## config.mk

```make
export PLATFORM = sky130hd
export DESIGN_NAME = op_stream_decoder_flat
export DESIGN_NICKNAME = d
export VERILOG_FILES = /design/src/rtl/next_op_pkg.sv /design/src/rtl/op_stream_decoder_if.sv /design/src/rtl/sample_fifo.sv /design/src/rtl/op_stream_decoder.sv /design/src/flat_wrapper.sv
export SDC_FILE = /design/constraint.sdc
export NUM_CORES = 1
export LEC_CHECK = 0
export CAP_MARGIN = 20
export CORE_MARGIN = 2
export CORE_UTILIZATION = 50
export DETAILED_ROUTE_END_ITERATION = 8
export PLACE_DENSITY_LB_ADDON = 0.3
export SLEW_MARGIN = 10
export SYNTH_ARGS = -nofsm -noshare
export SYNTH_HDL_FRONTEND = slang
export SYNTH_SLANG_ARGS = --single-unit
```

## constraint.sdc

```tcl
create_clock -name clk -period 7.9 [get_ports clk]
set_input_delay 1.58 -clock clk [delete_from_list [all_inputs] [get_ports clk]]
set_output_delay 1.58 -clock clk [all_outputs]
set_load 0.02 [all_outputs]
```

## src/rtl/next_op_pkg.sv

```systemverilog
// Opcode constants, audio control mask, FSM states and grouped status fields
// shared by the op stream decoder, its interface and its sample FIFO.
package next_op_pkg;

  localparam int OP_W = 24;

  localparam logic [7:0] OP_SAMPLE  = 8'hC7;
  localparam logic [7:0] OP_ATT     = 8'hC4;
  localparam logic [7:0] OP_KBD     = 8'hC5;
  localparam logic [7:0] OP_MIC_ON  = 8'h0B;
  localparam logic [7:0] OP_MIC_OFF = 8'h03;
  localparam logic [7:0] OP_ALL1    = 8'hFF;

  localparam logic [7:0] KBD_PWR_ON = 8'hEF;
  localparam logic [7:0] KBD_LED    = 8'h00;

  // Audio control ops look like 8'b00??x111.
  localparam logic [7:0] AUD_CTRL_MASK  = 8'hC7;
  localparam logic [7:0] AUD_CTRL_MATCH = 8'h07;

  typedef enum logic [1:0] {IDLE, PRIME, PLAY, DRAIN} aud_state_e;

  typedef struct packed {
    logic       mic_active;
    logic       audio_22khz;
    logic       zero_fill;
    logic [7:0] att_data;
    logic [7:0] kbd_led;
  } cfg_t;

  typedef struct packed {
    logic att_update;
    logic kbd_led_update;
    logic power_on_r1;
    logic link_reset;
    logic underrun;
    logic sample_valid;
  } strb_t;

  function automatic logic is_aud_ctrl(input logic [7:0] cmd);
    return (cmd & AUD_CTRL_MASK) == AUD_CTRL_MATCH;
  endfunction

endpackage

```

## src/rtl/op_stream_decoder_if.sv

```systemverilog
// Host op stream: 24-bit op with valid/ready, accepted when both are high.
// The decoder drives op_ready from a register, never from op_valid.
interface op_stream_decoder_if;
  import next_op_pkg::*;

  logic [OP_W-1:0] op_in;
  logic            op_valid;
  logic            op_ready;

  modport master (output op_in, output op_valid, input op_ready);
  modport slave  (input op_in, input op_valid, output op_ready);
endinterface

```

## src/rtl/sample_fifo.sv

```systemverilog
// Sample-word sync FIFO: single-word push, NUM_CH-word pop, flush; registered state.
// Pop data is combinational from the read pointer; a push is refused when full.
module sample_fifo #(
  parameter int SAMPLE_W   = 16,
  parameter int NUM_CH     = 2,
  parameter int FIFO_DEPTH = 8
) (
  input  logic                          clk,
  input  logic                          reset_n,
  input  logic                          push_vld,
  input  logic [SAMPLE_W-1:0]           push_dat,
  input  logic                          pop_vld,
  input  logic                          flush,
  output logic [NUM_CH*SAMPLE_W-1:0]    pop_dat,
  output logic [$clog2(FIFO_DEPTH):0]   level,
  output logic                          full,
  output logic                          full_nxt
);
  localparam int PW = $clog2(FIFO_DEPTH);
  localparam int LW = PW + 1;
  localparam logic [LW-1:0] DEPTH_L = LW'(FIFO_DEPTH);
  localparam logic [LW-1:0] POP_L   = LW'(NUM_CH);

  logic [SAMPLE_W-1:0] mem_q [FIFO_DEPTH];
  logic [SAMPLE_W-1:0] mem_d [FIFO_DEPTH];
  logic [PW-1:0]       wr_ptr_q, wr_ptr_d, rd_ptr_q, rd_ptr_d;
  logic [LW-1:0]       count_q, count_d;
  logic                push_ok;

  assign full     = (count_q == DEPTH_L);
  assign full_nxt = (count_d == DEPTH_L);
  assign push_ok  = push_vld && !full;
  assign level    = count_q;

  always_comb begin
    mem_d    = mem_q;
    wr_ptr_d = wr_ptr_q;
    rd_ptr_d = rd_ptr_q;
    count_d  = count_q;
    if (push_ok) begin
      mem_d[wr_ptr_q] = push_dat;
      wr_ptr_d        = wr_ptr_q + PW'(1);
    end
    // A flush keeps a word pushed in the same cycle.
    if (flush) begin
      rd_ptr_d = wr_ptr_q;
      count_d  = push_ok ? LW'(1) : '0;
    end else begin
      if (pop_vld) begin
        rd_ptr_d = rd_ptr_q + PW'(NUM_CH);
        count_d  = count_d - POP_L;
      end
      if (push_ok) count_d = count_d + LW'(1);
    end
  end

  always_comb begin
    pop_dat = '0;
    for (int c = 0; c < NUM_CH; c++) begin
      pop_dat[c*SAMPLE_W +: SAMPLE_W] = mem_q[rd_ptr_q + PW'(c)];
    end
  end

  always_ff @(posedge clk) begin
    if (!reset_n) begin
      for (int i = 0; i < FIFO_DEPTH; i++) mem_q[i] <= '0;
      wr_ptr_q <= '0;
      rd_ptr_q <= '0;
      count_q  <= '0;
    end else begin
      mem_q    <= mem_d;
      wr_ptr_q <= wr_ptr_d;
      rd_ptr_q <= rd_ptr_d;
      count_q  <= count_d;
    end
  end
endmodule

```

## src/rtl/op_stream_decoder.sv

```systemverilog
// Decodes host ops into registered strobes/status and plays buffered samples on sample_tick.
// All outputs 1 cycle after acceptance or tick; op_ready is registered !fifo_full.
module op_stream_decoder
  import next_op_pkg::*;
#(
  parameter int SAMPLE_W   = 16,
  parameter int NUM_CH     = 2,
  parameter int FIFO_DEPTH = 8
) (
  input  logic                        clk,
  input  logic                        reset_n,
  op_stream_decoder_if.slave          op_if,
  input  logic                        sample_tick,
  output logic [NUM_CH*SAMPLE_W-1:0]  sample_out,
  output logic                        sample_valid,
  output logic                        audio_active,
  output logic                        audio_22khz,
  output logic                        zero_fill,
  output logic                        underrun,
  output logic [7:0]                  att_data,
  output logic                        att_update,
  output logic [7:0]                  kbd_led,
  output logic                        kbd_led_update,
  output logic                        power_on_r1,
  output logic                        link_reset,
  output logic                        mic_active,
  output logic [$clog2(FIFO_DEPTH):0] fifo_level
);
  localparam int LW = $clog2(FIFO_DEPTH) + 1;

  aud_state_e                 state_q, state_d;
  cfg_t                       cfg_q, cfg_d;
  strb_t                      strb_q, strb_d;
  logic [NUM_CH*SAMPLE_W-1:0] sample_out_q, sample_out_d, pop_dat;
  logic                       phase_q, phase_d;
  logic                       op_ready_q;
  logic [7:0]                 cmd, d1, d2;
  logic                       acc, all1, ctrl_vld, tick_act, pop_slot, have_frame;
  logic                       push_vld, pop_vld, flush, fifo_full, fifo_full_nxt;

  assign cmd        = op_if.op_in[23:16];
  assign d1         = op_if.op_in[15:8];
  assign d2         = op_if.op_in[7:0];
  assign acc        = op_if.op_valid && op_ready_q;
  assign all1       = acc && (cmd == OP_ALL1);
  assign ctrl_vld   = acc && is_aud_ctrl(cmd);
  assign tick_act   = sample_tick && audio_active && !all1;
  assign pop_slot   = !cfg_q.audio_22khz || !phase_q;
  assign have_frame = (fifo_level >= LW'(NUM_CH));

  always_comb begin
    cfg_d        = cfg_q;
    strb_d       = '0;
    state_d      = state_q;
    phase_d      = phase_q;
    sample_out_d = sample_out_q;
    push_vld     = 1'b0;
    pop_vld      = 1'b0;
    flush        = 1'b0;

    if (acc) begin
      if (cmd == OP_KBD) begin
        if (d1 == KBD_PWR_ON) begin
          strb_d.power_on_r1 = 1'b1;
        end else if (d1 == KBD_LED) begin
          cfg_d.kbd_led         = d2;
          strb_d.kbd_led_update = 1'b1;
        end
      end else if (cmd == OP_ATT) begin
        if (d2 == 8'h00) begin
          cfg_d.att_data    = d1;
          strb_d.att_update = 1'b1;
        end
      end else if (cmd == OP_SAMPLE) begin
        push_vld = 1'b1;
      end else if (cmd == OP_MIC_ON) begin
        cfg_d.mic_active = 1'b1;
      end else if (cmd == OP_MIC_OFF) begin
        cfg_d.mic_active = 1'b0;
      end else if (cmd == OP_ALL1) begin
        strb_d.link_reset = 1'b1;
        flush             = 1'b1;
        cfg_d.mic_active  = 1'b0;
        cfg_d.att_data    = 8'h00;
      end else if (is_aud_ctrl(cmd)) begin
        cfg_d.audio_22khz = cmd[4];
        cfg_d.zero_fill   = cmd[5];
      end
    end

    // Ticks use the mode bits latched before this cycle's op.
    if (tick_act) begin
      strb_d.sample_valid = 1'b1;
      phase_d             = cfg_q.audio_22khz ? !phase_q : 1'b0;
      if (pop_slot) begin
        if (have_frame) begin
          pop_vld      = 1'b1;
          sample_out_d = pop_dat;
        end else begin
          sample_out_d    = '0;
          flush           = 1'b1;
          strb_d.underrun = !(state_q == DRAIN && fifo_level == '0);
        end
      end else if (cfg_q.zero_fill) begin
        sample_out_d = '0;
      end
    end

    case (state_q)
      IDLE:  if (ctrl_vld && cmd[3]) state_d = PRIME;
      PRIME: begin
        if (ctrl_vld && !cmd[3]) begin
          state_d = IDLE;
        end else if (have_frame) begin
          state_d = PLAY;
          phase_d = 1'b0;
        end
      end
      PLAY:  if (ctrl_vld && !cmd[3]) state_d = DRAIN;
      DRAIN: if (tick_act && pop_slot && fifo_level == '0) state_d = IDLE;
      default: state_d = IDLE;
    endcase
    if (all1) state_d = IDLE;
  end

  always_ff @(posedge clk) begin
    if (!reset_n) begin
      state_q      <= IDLE;
      cfg_q        <= '0;
      strb_q       <= '0;
      phase_q      <= 1'b0;
      sample_out_q <= '0;
      op_ready_q   <= 1'b0;
    end else begin
      state_q      <= state_d;
      cfg_q        <= cfg_d;
      strb_q       <= strb_d;
      phase_q      <= phase_d;
      sample_out_q <= sample_out_d;
      op_ready_q   <= !fifo_full_nxt;
    end
  end

  sample_fifo #(
    .SAMPLE_W   (SAMPLE_W),
    .NUM_CH     (NUM_CH),
    .FIFO_DEPTH (FIFO_DEPTH)
  ) u_fifo (
    .clk      (clk),
    .reset_n  (reset_n),
    .push_vld (push_vld),
    .push_dat (op_if.op_in[SAMPLE_W-1:0]),
    .pop_vld  (pop_vld),
    .flush    (flush),
    .pop_dat  (pop_dat),
    .level    (fifo_level),
    .full     (fifo_full),
    .full_nxt (fifo_full_nxt)
  );

  assign op_if.op_ready = op_ready_q;
  assign audio_active   = (state_q == PLAY) || (state_q == DRAIN);
  assign sample_out     = sample_out_q;
  assign sample_valid   = strb_q.sample_valid;
  assign underrun       = strb_q.underrun;
  assign att_update     = strb_q.att_update;
  assign kbd_led_update = strb_q.kbd_led_update;
  assign power_on_r1    = strb_q.power_on_r1;
  assign link_reset     = strb_q.link_reset;
  assign audio_22khz    = cfg_q.audio_22khz;
  assign zero_fill      = cfg_q.zero_fill;
  assign att_data       = cfg_q.att_data;
  assign kbd_led        = cfg_q.kbd_led;
  assign mic_active     = cfg_q.mic_active;
endmodule

```

## src/flat_wrapper.sv

```systemverilog
// flat-port wrapper written by rule: the top's interface ports become plain ports
module op_stream_decoder_flat import next_op_pkg::*;
#(
  parameter int SAMPLE_W   = 16,
  parameter int NUM_CH     = 2,
  parameter int FIFO_DEPTH = 8
)
  (clk, reset_n, sample_tick, sample_out, sample_valid, audio_active, audio_22khz, zero_fill, underrun, att_data, att_update, kbd_led, kbd_led_update, power_on_r1, link_reset, mic_active, fifo_level, op_if_op_in, op_if_op_valid, op_if_op_ready);
  op_stream_decoder_if op_if_i ();
  input  logic clk;
  input  logic reset_n;
  input  logic sample_tick;
  output logic [NUM_CH*SAMPLE_W-1:0] sample_out;
  output logic sample_valid;
  output logic audio_active;
  output logic audio_22khz;
  output logic zero_fill;
  output logic underrun;
  output logic [7:0] att_data;
  output logic att_update;
  output logic [7:0] kbd_led;
  output logic kbd_led_update;
  output logic power_on_r1;
  output logic link_reset;
  output logic mic_active;
  output logic [$clog2(FIFO_DEPTH):0] fifo_level;
  input wire logic [$bits(op_if_i.op_in)-1:0] op_if_op_in;
  input wire logic [$bits(op_if_i.op_valid)-1:0] op_if_op_valid;
  output wire logic [$bits(op_if_i.op_ready)-1:0] op_if_op_ready;
  assign op_if_i.op_in = op_if_op_in;
  assign op_if_i.op_valid = op_if_op_valid;
  assign op_if_op_ready = op_if_i.op_ready;
  op_stream_decoder #(.SAMPLE_W(SAMPLE_W), .NUM_CH(NUM_CH), .FIFO_DEPTH(FIFO_DEPTH)) u_core (.clk(clk), .reset_n(reset_n), .op_if(op_if_i), .sample_tick(sample_tick), .sample_out(sample_out), .sample_valid(sample_valid), .audio_active(audio_active), .audio_22khz(audio_22khz), .zero_fill(zero_fill), .underrun(underrun), .att_data(att_data), .att_update(att_update), .kbd_led(kbd_led), .kbd_led_update(kbd_led_update), .power_on_r1(power_on_r1), .link_reset(link_reset), .mic_active(mic_active), .fifo_level(fifo_level));
endmodule
```

==> flow_metrics.py, run 1 <==
metrics = {
    "routing": {
        "vias_per_cell": 5.881,
        "drc": 0,
        "firstDrtPassIters": 5,
        "wl_per_cell_um": 20.12,
        "ant_nets": 0,
        "via_count": 7881,
        "drt_iter0_drc": 684,
        "routed_wl_um": 26970,
    },
    "setup_path": {
        "rr_endpoint": "u_core.op_if.op_ready",
        "worst_ep_arrival_time_ns": 4.67,
        "cp-start-kind": "input pin",
        "worstPathRequired_ns": 8.22,
        "crit_type": "input pin to register",
        "cp-end-kind": "register",
        "worst_r2r_path_depth": 10,
        "reg2reg_from": "u_core.op_if.op_ready",
        "path_max_fanout": 35,
        "r2r_slack_ns": 4.83,
    },
    "clocking": {
        "cts_made_buffers": 17,
        "clkLatencyLatePin_ns": 0.44,
        "cts_tree": "done",
        "cts_resized": 0,
        "clock_path_buffers": 2,
        "cts_hold_buffers": 0,
        "htree_levels": 4,
        "clk_pin_slew_ns": 0.07,
        "postCtsSetupRepairBufs": 0,
        "clock-sinks": 199,
        "cts-root-buf": "clkbuf_16",
    },
    "synthesis": {
        "yosysSeqAreaShare_pct": 40.57,
        "netlist-cell-type-count": 53,
        "synth_top_area_cell": "dfxtp_1",
        "synthFlopType": "dfxtp_1",
        "ys_async_sr_fraction_pct": 0,
        "synth_nets": 1065,
        "synth_edf_count": 0,
        "synth_area_leaders": "dfxtp_1 41%, mux4_2 15%, nand2_1 10%",
        "syn_area_mm2": 0.009819,
        "yosys_warnings": 0,
        "syn_inst": 1033,
        "ys_ff_latch": 199,
        "synth_top_area_share_pct": 40.57,
        "avgSynthCellArea_um2": 9.506,
    },
    "floorplan": {
        "coreArea_mm2": 0.01940,
        "die_w_um": 144.1,
        "die-area_mm2": 0.02078,
        "die_h_um": 144.1,
        "io_pins": 91,
        "start_util_pct": 50.62,
        "rows": 51,
    },
    "timing": {
        "finalClockSkew_ns": 0.007862,
        "max_slew_margin_pct": 21.02,
        "finalSetupViolations": 0,
        "fin_ws_ns": 3.550,
        "max_slew.worst_pin.slew_ns": 1.183,
        "timing.hold.ws_ns": 0.4642,
        "max_freq_mhz": 229.9,
        "period_share_pct": 55.07,
        "tns_ns": 0,
        "rsz0062_at_grt": "no",
        "hold_violations": 0,
        "min_period_ns": 4.350,
        "drv_slew": 0,
    },
    "cells_and_area": {
        "final_nets": 1095,
        "final_cell_mix": "273 x nand2_1, 197 x dfxtp_1, 89 x clkdlybuf4s50_1",
        "drive_gt1_share_pct": 15.07,
        "area_delta_synth_final_pct": 15.43,
        "insertedDiodeCount": 0,
        "design_area_mm2": 0.01133,
        "mostFrequentLayoutCell": "nand2_1",
    },
    "worst_hold_path": {
        "hold_path_depth": 2,
        "min_to": "u_core.u_fifo.mem_q[37]",
        "min_from": "u_core.u_fifo.mem_q[37]",
        "min_path_type": "register to register",
    },
    "flow_run": {
        "drv_cap": 0,
    },
    "placed_design": {
        "place_area_mm2": 0.01077,
        "dp_slack_ns": 3.125,
        "routabilityCongestion": 0.9002,
        "dp_hpwl_um": 16330,
        "port_buffers": 90,
    },
    "global_route": {
        "antenna_found_initial": 0,
        "grt_max_degree": 126,
        "grt_pass1_vias": 7610,
        "grt_overflow": 0,
        "grtUsageTotal_pct": 26.97,
        "grt_pass1_wl_um": 42170,
    },
    "pwr": {
        "ir_drop_mv": 0.1493,
        "p_leak_nw": 3.647,
        "power.density_mw_per_mm2": 168.8,
        "p_total_mw": 1.914,
    },
    "run_status": {
        "status": "complete, no violations",
    },
}
sequential cells by signal, indices dropped and copies added, names as in the netlist, named ones only:
register                cells
u_core.att_update           1
u_core.sample_valid         1
u_core.phase_q              1
u_core.mic_active           1
u_core.kbd_led              8
u_core.kbd_led_update       1
u_core.power_on_r1          1
u_core.sample_out          32
u_core.op_if.op_ready       1
u_core.u_fifo.mem_q       128
u_core.zero_fill            1
u_core.link_reset           1
u_core.underrun             1
u_core.state_q              1
u_core.audio_22khz          1
u_core.u_fifo.level         4
u_core.u_fifo.wr_ptr_q      3
u_core.u_fifo.rd_ptr_q      3
u_core.att_data             8
final cells by class:
cell class,count,area (um^2)
fill,1676,8064
multi-input combinational,733,5425
sequential,199,3989
timing repair buffer,101,980.9
clock buffer,20,466.7
tap,265,331.6
clock inverter,11,100.1
inverter,11,41.29
power by group:
group / switching [mW] / total, mW / internal [mW]
combinational: 0.0380 / 0.0663 / 0.0283
sequential: 0.000582 / 1.00 / 1.00
clock: 0.387 / 0.844 / 0.458
total: 0.425 / 1.91 / 1.49
metal layers:
layer | vias to the layer above | wire, um | track usage, %
met1 | 3833 | 11230 | 34.97
met4 | 0 | 807 | 10.58
met5 | - | 0 | 0
met2 | 324 | 12900 | 44.71
li1 | 3657 | - | -
met3 | 67 | 2026 | 5.232
how the worst max path moves through the flow:
stage | from | end | cells after the start
after floorplan | op_if_op_in[23] | u_core.op_if.op_ready | 9
after global placement | op_if_op_in[19] | u_core.op_if.op_ready | 11
after detailed placement | op_if_op_in[19] | u_core.op_if.op_ready | 11
after CTS | op_if_op_in[19] | u_core.op_if.op_ready | 11
after global routing | op_if_op_in[16] | u_core.op_if.op_ready | 11
final | op_if_op_in[16] | u_core.op_if.op_ready | 11
kinds of logic (layout without fill, tap and decap cells):
| group | after synthesis | after routing | synth area share (%) |
|---|---|---|---|
| fa+ha+maj | 4 | 4 | 0.5097 |
| compound gates | 200 | 200 | 14.90 |
| buf+inv | 101 | 143 | 4.269 |
| xor+xnor | 8 | 8 | 0.7136 |
| mux | 111 | 111 | 19.90 |
| simple gates | 410 | 410 | 19.14 |
| flops | 199 | 199 | 40.57 |
synth_stat cells (2+ instances only):
cell	count
nand2_1	273
dfxtp_1	199
a21boi_1	71
mux4_2	64
clkbuf_1	63
a21boi_0	58
nor2b_1	47
mux2_2	34
a22oi_1	32
buf_2	23
nor2_1	19
mux2i_1	13
a21oi_1	11
inv_1	11
and3_1	9
nor3_1	9
o21a_1	9
o21ai_0	8
nand3_1	7
nor2_2	7
and2_1	6
xnor2_1	5
ha_1	4
nand4_1	4
nor4_1	4
a21o_1	3
nand2b_1	3
or2_1	3
or3_1	3
or4_1	3
xor2_1	3
buf_1	2
o211ai_1	2
or2_2	2
metrics by stage:
| stage | utilization [%] | instances |
|---|---|---|
| finish | 58.43 | 1340 |
| global route | 58.43 | 1340 |
| CTS | 58.43 | 1340 |
| detailed placement | 55.51 | 1309 |
| global placement | 55.51 | 1309 |
| floorplan | - | 1033 |
critical path: stages:
cell             delay (ns)
clkdlybuf4s50_1        0.56
nand2_1                0.15
nor4_2                 0.77
nor3_2                 0.09
buf_4                  0.31
mux2_2                 0.34
ha_1                   0.27
nor2b_1                0.15
and3_1                 0.17
a21oi_1                0.04
o31a_1                 0.25
(Power assumes the default switching activity.)
==> inputs of run 2 (changes only) <==
==> constraint.sdc (replaced) <==
create_clock -name clk -period 3.85 [get_ports clk]
set_input_delay 0.77 -clock clk [delete_from_list [all_inputs] [get_ports clk]]
set_output_delay 0.77 -clock clk [all_outputs]
set_load 0.02 [all_outputs]
==> run 2 against run 1 <==
  * Critical path depth fell by 1
  * Cell area is 2.1% higher
  * Global-route usage is 0.32 points higher
  * Final cell count grew 1.9%
  * Wire length grew 1.6%
  * Critical endpoint unchanged
  * Highest routed layer unchanged
==> flow_metrics.py, run 2 (synthesis gave the netlist of run 1 again) <==
metrics = {
    "worst_hold_path": {
        "min_path_type": "register to register",
    },
    "pwr": {
        "p_total_mw": 4.023,
        "power.density_mw_per_mm2": 347.8,
        "p_leak_nw": 3.790,
        "ir_drop_mv": 0.3340,
    },
    "setup_path": {
        "worstPathRequired_ns": 4.18,
        "path_max_fanout": 6,
        "crit_type": "input pin to register",
        "rr_endpoint": "u_core.sample_out[6]",
        "crit_top_cell": "nand2_1",
        "reg2reg_from": "u_core.u_fifo.rd_ptr_q[0]",
        "r2r_slack_ns": 1.31,
        "worst_ep_arrival_time_ns": 3.26,
        "cp-end-kind": "register",
        "worst_r2r_path_depth": 5,
        "cp-endpoint": "u_core.op_if.op_ready",
        "path_cells": "clkdlybuf4s50_1, nand3_1, or4_1, nand2_1, mux2_2, ha_1, nand2_1, xnor2_1, a21o_1, o31a_1",
        "cp-start-kind": "input pin",
        "critical_path.max_stage_delay_ns": 0.59,
        "cpMaxStageDelayCell": "clkdlybuf4s50_1",
        "setup.worst_path.start": "op_if_op_in[19]",
    },
    "global_route": {
        "grt_max_degree": 69,
        "grt_overflow": 0,
        "grt_pass1_wl_um": 42920,
        "grt_pass1_vias": 7690,
        "grtUsageTotal_pct": 27.28,
        "antenna_found_initial": 0,
    },
    "floorplan": {
        "coreArea_mm2": 0.01940,
        "rows": 51,
        "die_w_um": 144.1,
        "start_util_pct": 50.62,
        "die-area_mm2": 0.02078,
        "io_pins": 91,
        "die_h_um": 144.1,
    },
    "timing": {
        "tns_ns": 0,
        "hold_violations": 0,
        "finalSetupViolations": 0,
        "max_freq_mhz": 341.3,
        "drv_slew": 0,
        "min_period_ns": 2.930,
        "finalClockSkew_ns": 0.009756,
        "max_slew_margin_pct": 34.03,
        "period_share_pct": 76.09,
        "timing.hold.ws_ns": 0.4661,
        "max_slew.worst_pin.slew_ns": 0.9895,
        "rsz0062_at_grt": "no",
    },
    "clocking": {
        "clock_path_buffers": 2,
        "cts_tree": "done",
        "cts_resized": 0,
        "postCtsSetupRepairBufs": 0,
        "cts_hold_buffers": 0,
        "cts_made_buffers": 17,
        "clkLatencyLatePin_ns": 0.44,
        "clk_pin_slew_ns": 0.07,
        "htree_levels": 4,
        "cts-root-buf": "clkbuf_16",
        "clock-sinks": 199,
    },
    "flow_run": {
        "drv_cap": 0,
    },
    "cells_and_area": {
        "insertedDiodeCount": 0,
        "register_area_mm2": 0.003989,
        "fillCellCount": 1686,
        "mostFrequentLayoutCell": "nand2_1",
        "multiInputGateArea_mm2": 0.005425,
        "final_nets": 1119,
        "largest_reg_flops": 128,
        "largest-register": "u_core.u_fifo.mem_q",
        "design_area_mm2": 0.01157,
        "drive_gt1_share_pct": 17.00,
        "area_delta_synth_final_pct": 17.83,
        "final_cell_mix": "273 x nand2_1, 197 x dfxtp_1, 89 x clkdlybuf4s50_1",
    },
    "routing": {
        "firstDrtPassIters": 5,
        "ant_nets": 0,
        "vias_per_cell": 5.807,
        "drt_iter0_drc": 668,
        "routed_wl_um": 27390,
        "drc": 0,
        "wl_per_cell_um": 20.06,
        "via_count": 7926,
    },
    "placed_design": {
        "place_area_mm2": 0.01097,
        "port_buffers": 90,
        "dp_hpwl_um": 17410,
        "routabilityCongestion": 0.8556,
    },
    "run_status": {
        "status": "complete, no violations",
    },
}
-- run 2: worst min-delay path by stage --
stage / startpoint / slack (ns) / depth (start not counted) / endpoint
final: u_core.u_fifo.mem_q[26] / 0.47 / 2 / u_core.u_fifo.mem_q[26]
after global routing: u_core.u_fifo.mem_q[46] / 0.48 / 2 / u_core.u_fifo.mem_q[46]
after CTS: u_core.u_fifo.mem_q[46] / 0.47 / 2 / u_core.u_fifo.mem_q[46]
after detailed placement: u_core.u_fifo.mem_q[23] / 0.46 / 2 / u_core.u_fifo.mem_q[23]
after global placement: u_core.u_fifo.mem_q[22] / 0.45 / 2 / u_core.u_fifo.mem_q[22]
after floorplan: u_core.u_fifo.mem_q[21] / 0.44 / 2 / u_core.u_fifo.mem_q[21]
-- run 2: layout make-up --
class	instances	share of cell area, %
clock inverters	13	1.244
multi-input cells	733	46.89
repair buffers	125	10.25
clock buffers	19	3.915
flip-flops and latches	199	34.48
inverters	11	0.3569
well taps	265	2.866
-- run 2: power by group --
group          switching, mW  internal, mW  total (mW)
logic                 0.0822        0.0619       0.144
registers            0.00101          2.06        2.06
clock network          0.824         0.998        1.82
-- run 2: worst max-delay path, delay by kind of cell --
| family | cells | cell delay (ns) |
|---|---|---|
| adder cells (fa/ha/maj) | 1 | 0.19 |
| multiplexers | 1 | 0.19 |
| XOR/XNOR | 1 | 0.14 |
| AND/OR/NAND/NOR | 4 | 0.89 |
| AO/OA/AOI/OAI | 2 | 0.48 |
| buffers and inverters | 1 | 0.59 |
-- run 2: per-layer routing --
metal,up-vias,wire (um),GRT usage (%)
met5,-,0,0
met4,0,597,9.249
met3,53,1796,4.901
met2,316,13300,45.11
met1,3860,11700,36.33
li1,3697,-,-
-- run 2: stage by stage --
step | setup WS (ns) | cells | utilization [%]
after floorplan | 0.9101 | 1033 | -
after global placement | 0.5789 | 1333 | 56.57
after detailed placement | 0.5019 | 1333 | 56.57
after CTS | 0.9559 | 1365 | 59.64
after global routing | 0.7772 | 1365 | 59.64
final | 0.9204 | 1365 | 59.64
==> inputs of run 3 (changes only) <==
==> constraint.sdc (replaced) <==
create_clock -name clk -period 2.9 [get_ports clk]
set_input_delay 0.58 -clock clk [delete_from_list [all_inputs] [get_ports clk]]
set_output_delay 0.58 -clock clk [all_outputs]
set_load 0.02 [all_outputs]
==> run 3 against run 2 <==
  * Hold slack lost 0.0040 ns
  * Sequential cell count unchanged
  * Clock skew about the same
  * Cell area rose by 4.9%
  * Final cell count up 4.1%
  * Largest power group unchanged
  * Highest routed layer unchanged
==> flow_metrics.py, run 3 (synthesis gave the netlist of run 1 again) <==
metrics = {
    "placed_design": {
        "dp_hpwl_um": 18890,
        "dp_slack_ns": -0.1087,
        "routabilityCongestion": 0.8658,
        "port_buffers": 90,
    },
    "routing": {
        "firstDrtPassIters": 6,
        "wl_met2_um": 13870,
        "drt_iter0_drc": 722,
        "wl_per_cell_um": 19.93,
        "vias_per_cell": 5.752,
        "maxUsedRoutingLayer": "met4",
        "routed_wl_um": 28320,
        "drc": 0,
        "drt-met1-wl_um": 12180,
        "wl_met3_um": 1734,
        "ant_nets": 0,
        "via_count": 8173,
    },
    "pwr": {
        "p_leak_nw": 4.108,
        "ir_drop_mv": 0.4459,
        "power.density_mw_per_mm2": 449.4,
    },
    "floorplan": {
        "start_util_pct": 50.62,
        "rows": 51,
        "io_pins": 91,
        "coreArea_mm2": 0.01940,
        "die_w_um": 144.1,
        "die_h_um": 144.1,
        "die-area_mm2": 0.02078,
    },
    "setup_path": {
        "worstPathRequired_ns": 3.22,
        "cp-end-kind": "register",
        "cp-start-kind": "input pin",
        "worst_ep_arrival_time_ns": 2.90,
        "path_max_fanout": 3,
        "crit_type": "input pin to register",
    },
    "cells_and_area": {
        "final_cell_mix": "273 x nand2_1, 197 x dfxtp_1, 89 x clkdlybuf4s50_1",
        "largest-register": "u_core.u_fifo.mem_q",
        "fillCellCount": 1623,
        "mostFrequentLayoutCell": "nand2_1",
        "insertedDiodeCount": 0,
        "drive_gt1_share_pct": 20.93,
        "area_delta_synth_final_pct": 23.57,
        "largest_reg_flops": 128,
        "final_nets": 1175,
        "fin_util_pct": 62.55,
    },
    "global_route": {
        "grt_max_degree": 66,
        "grtUsageTotal_pct": 28.13,
        "antenna_found_initial": 0,
        "grt_pass1_wl_um": 44280,
        "grt_pass1_vias": 8082,
        "grt_overflow": 0,
    },
    "timing": {
        "tns_ns": 0,
        "min_period_ns": 2.574,
        "max_slew_margin_pct": 57.26,
        "timing.hold.ws_ns": 0.4621,
        "max_slew.worst_pin.slew_ns": 0.6322,
        "period_share_pct": 88.76,
        "drv_slew": 0,
        "finalSetupViolations": 0,
        "rsz0062_at_grt": "no",
        "max_freq_mhz": 388.5,
        "finalClockSkew_ns": 0.009702,
        "hold_violations": 0,
        "fin_ws_ns": 0.3260,
    },
    "run_status": {
        "status": "complete, no violations",
    },
    "clocking": {
        "cts_made_buffers": 17,
        "cts_hold_buffers": 0,
        "cts-root-buf": "clkbuf_16",
        "clk_pin_slew_ns": 0.07,
        "clock_path_buffers": 2,
        "postCtsSetupRepairBufs": 0,
        "clkLatencyLatePin_ns": 0.44,
        "cts_resized": 0,
        "clock-sinks": 199,
        "htree_levels": 4,
        "cts_tree": "done",
    },
    "worst_hold_path": {
        "min_path_type": "register to register",
    },
    "flow_run": {
        "drv_cap": 0,
    },
}
[run 3: stage by stage]
| stage | instances | power [mW] | cell area, um^2 |
|---|---|---|---|
| after floorplan | 1033 | 2.898 | 9819 |
| after global placement | 1389 | 3.009 | 11520 |
| after detailed placement | 1389 | 3.010 | 11520 |
| after CTS | 1421 | 5.471 | 12130 |
| after global routing | 1421 | 5.578 | 12130 |
| final | 1421 | 5.453 | 12130 |
[run 3: metal layers]
metal | up-vias | global-route usage [%]
met4 | 0 | 8.585
met3 | 45 | 4.702
li1 | 3803 | -
met1 | 4002 | 36.90
met5 | - | 0
met2 | 323 | 47.87
[run 3: path summary, 6_finish.rpt]
path	end	depth (start not counted)	startpoint	slack [ns]
min	u_core.u_fifo.mem_q[40]	2	u_core.u_fifo.mem_q[40]	0.46
max	u_core.op_if.op_ready	10	op_if_op_valid	0.33
max reg2reg	u_core.op_if.op_ready	9	u_core.op_if.op_ready	0.54
min reg2reg	u_core.u_fifo.mem_q[40]	2	u_core.u_fifo.mem_q[40]	0.46
[run 3: report_power, final]
group / switching, mW / total, mW / internal (mW)
clock: 1.07 / 2.50 / 1.43
combinational: 0.114 / 0.217 / 0.102
sequential: 0.00145 / 2.73 / 2.73
[run 3: cell type report]
| class | instances | area, um^2 | share of cell area, % |
|---|---|---|---|
| tap | 265 | 331.6 | 2.733 |
| sequential | 199 | 3989 | 32.87 |
| multi-input combinational | 733 | 5425 | 44.71 |
| inverter | 11 | 41.29 | 0.3403 |
| timing repair buffer | 181 | 1732 | 14.27 |
| clock inverter | 11 | 145.1 | 1.196 |
| clock buffer | 21 | 470.5 | 3.877 |
[run 3: worst max-delay path, stage by stage]
cell and delay, ns:
clkdlybuf4s50_1 0.49, nand2_1 0.10, or4_1 0.57, nand2_1 0.12
mux2_2 0.17, ha_1 0.18, nand2_1 0.08, xnor2_1 0.12
a21o_1 0.19, o31a_1 0.28
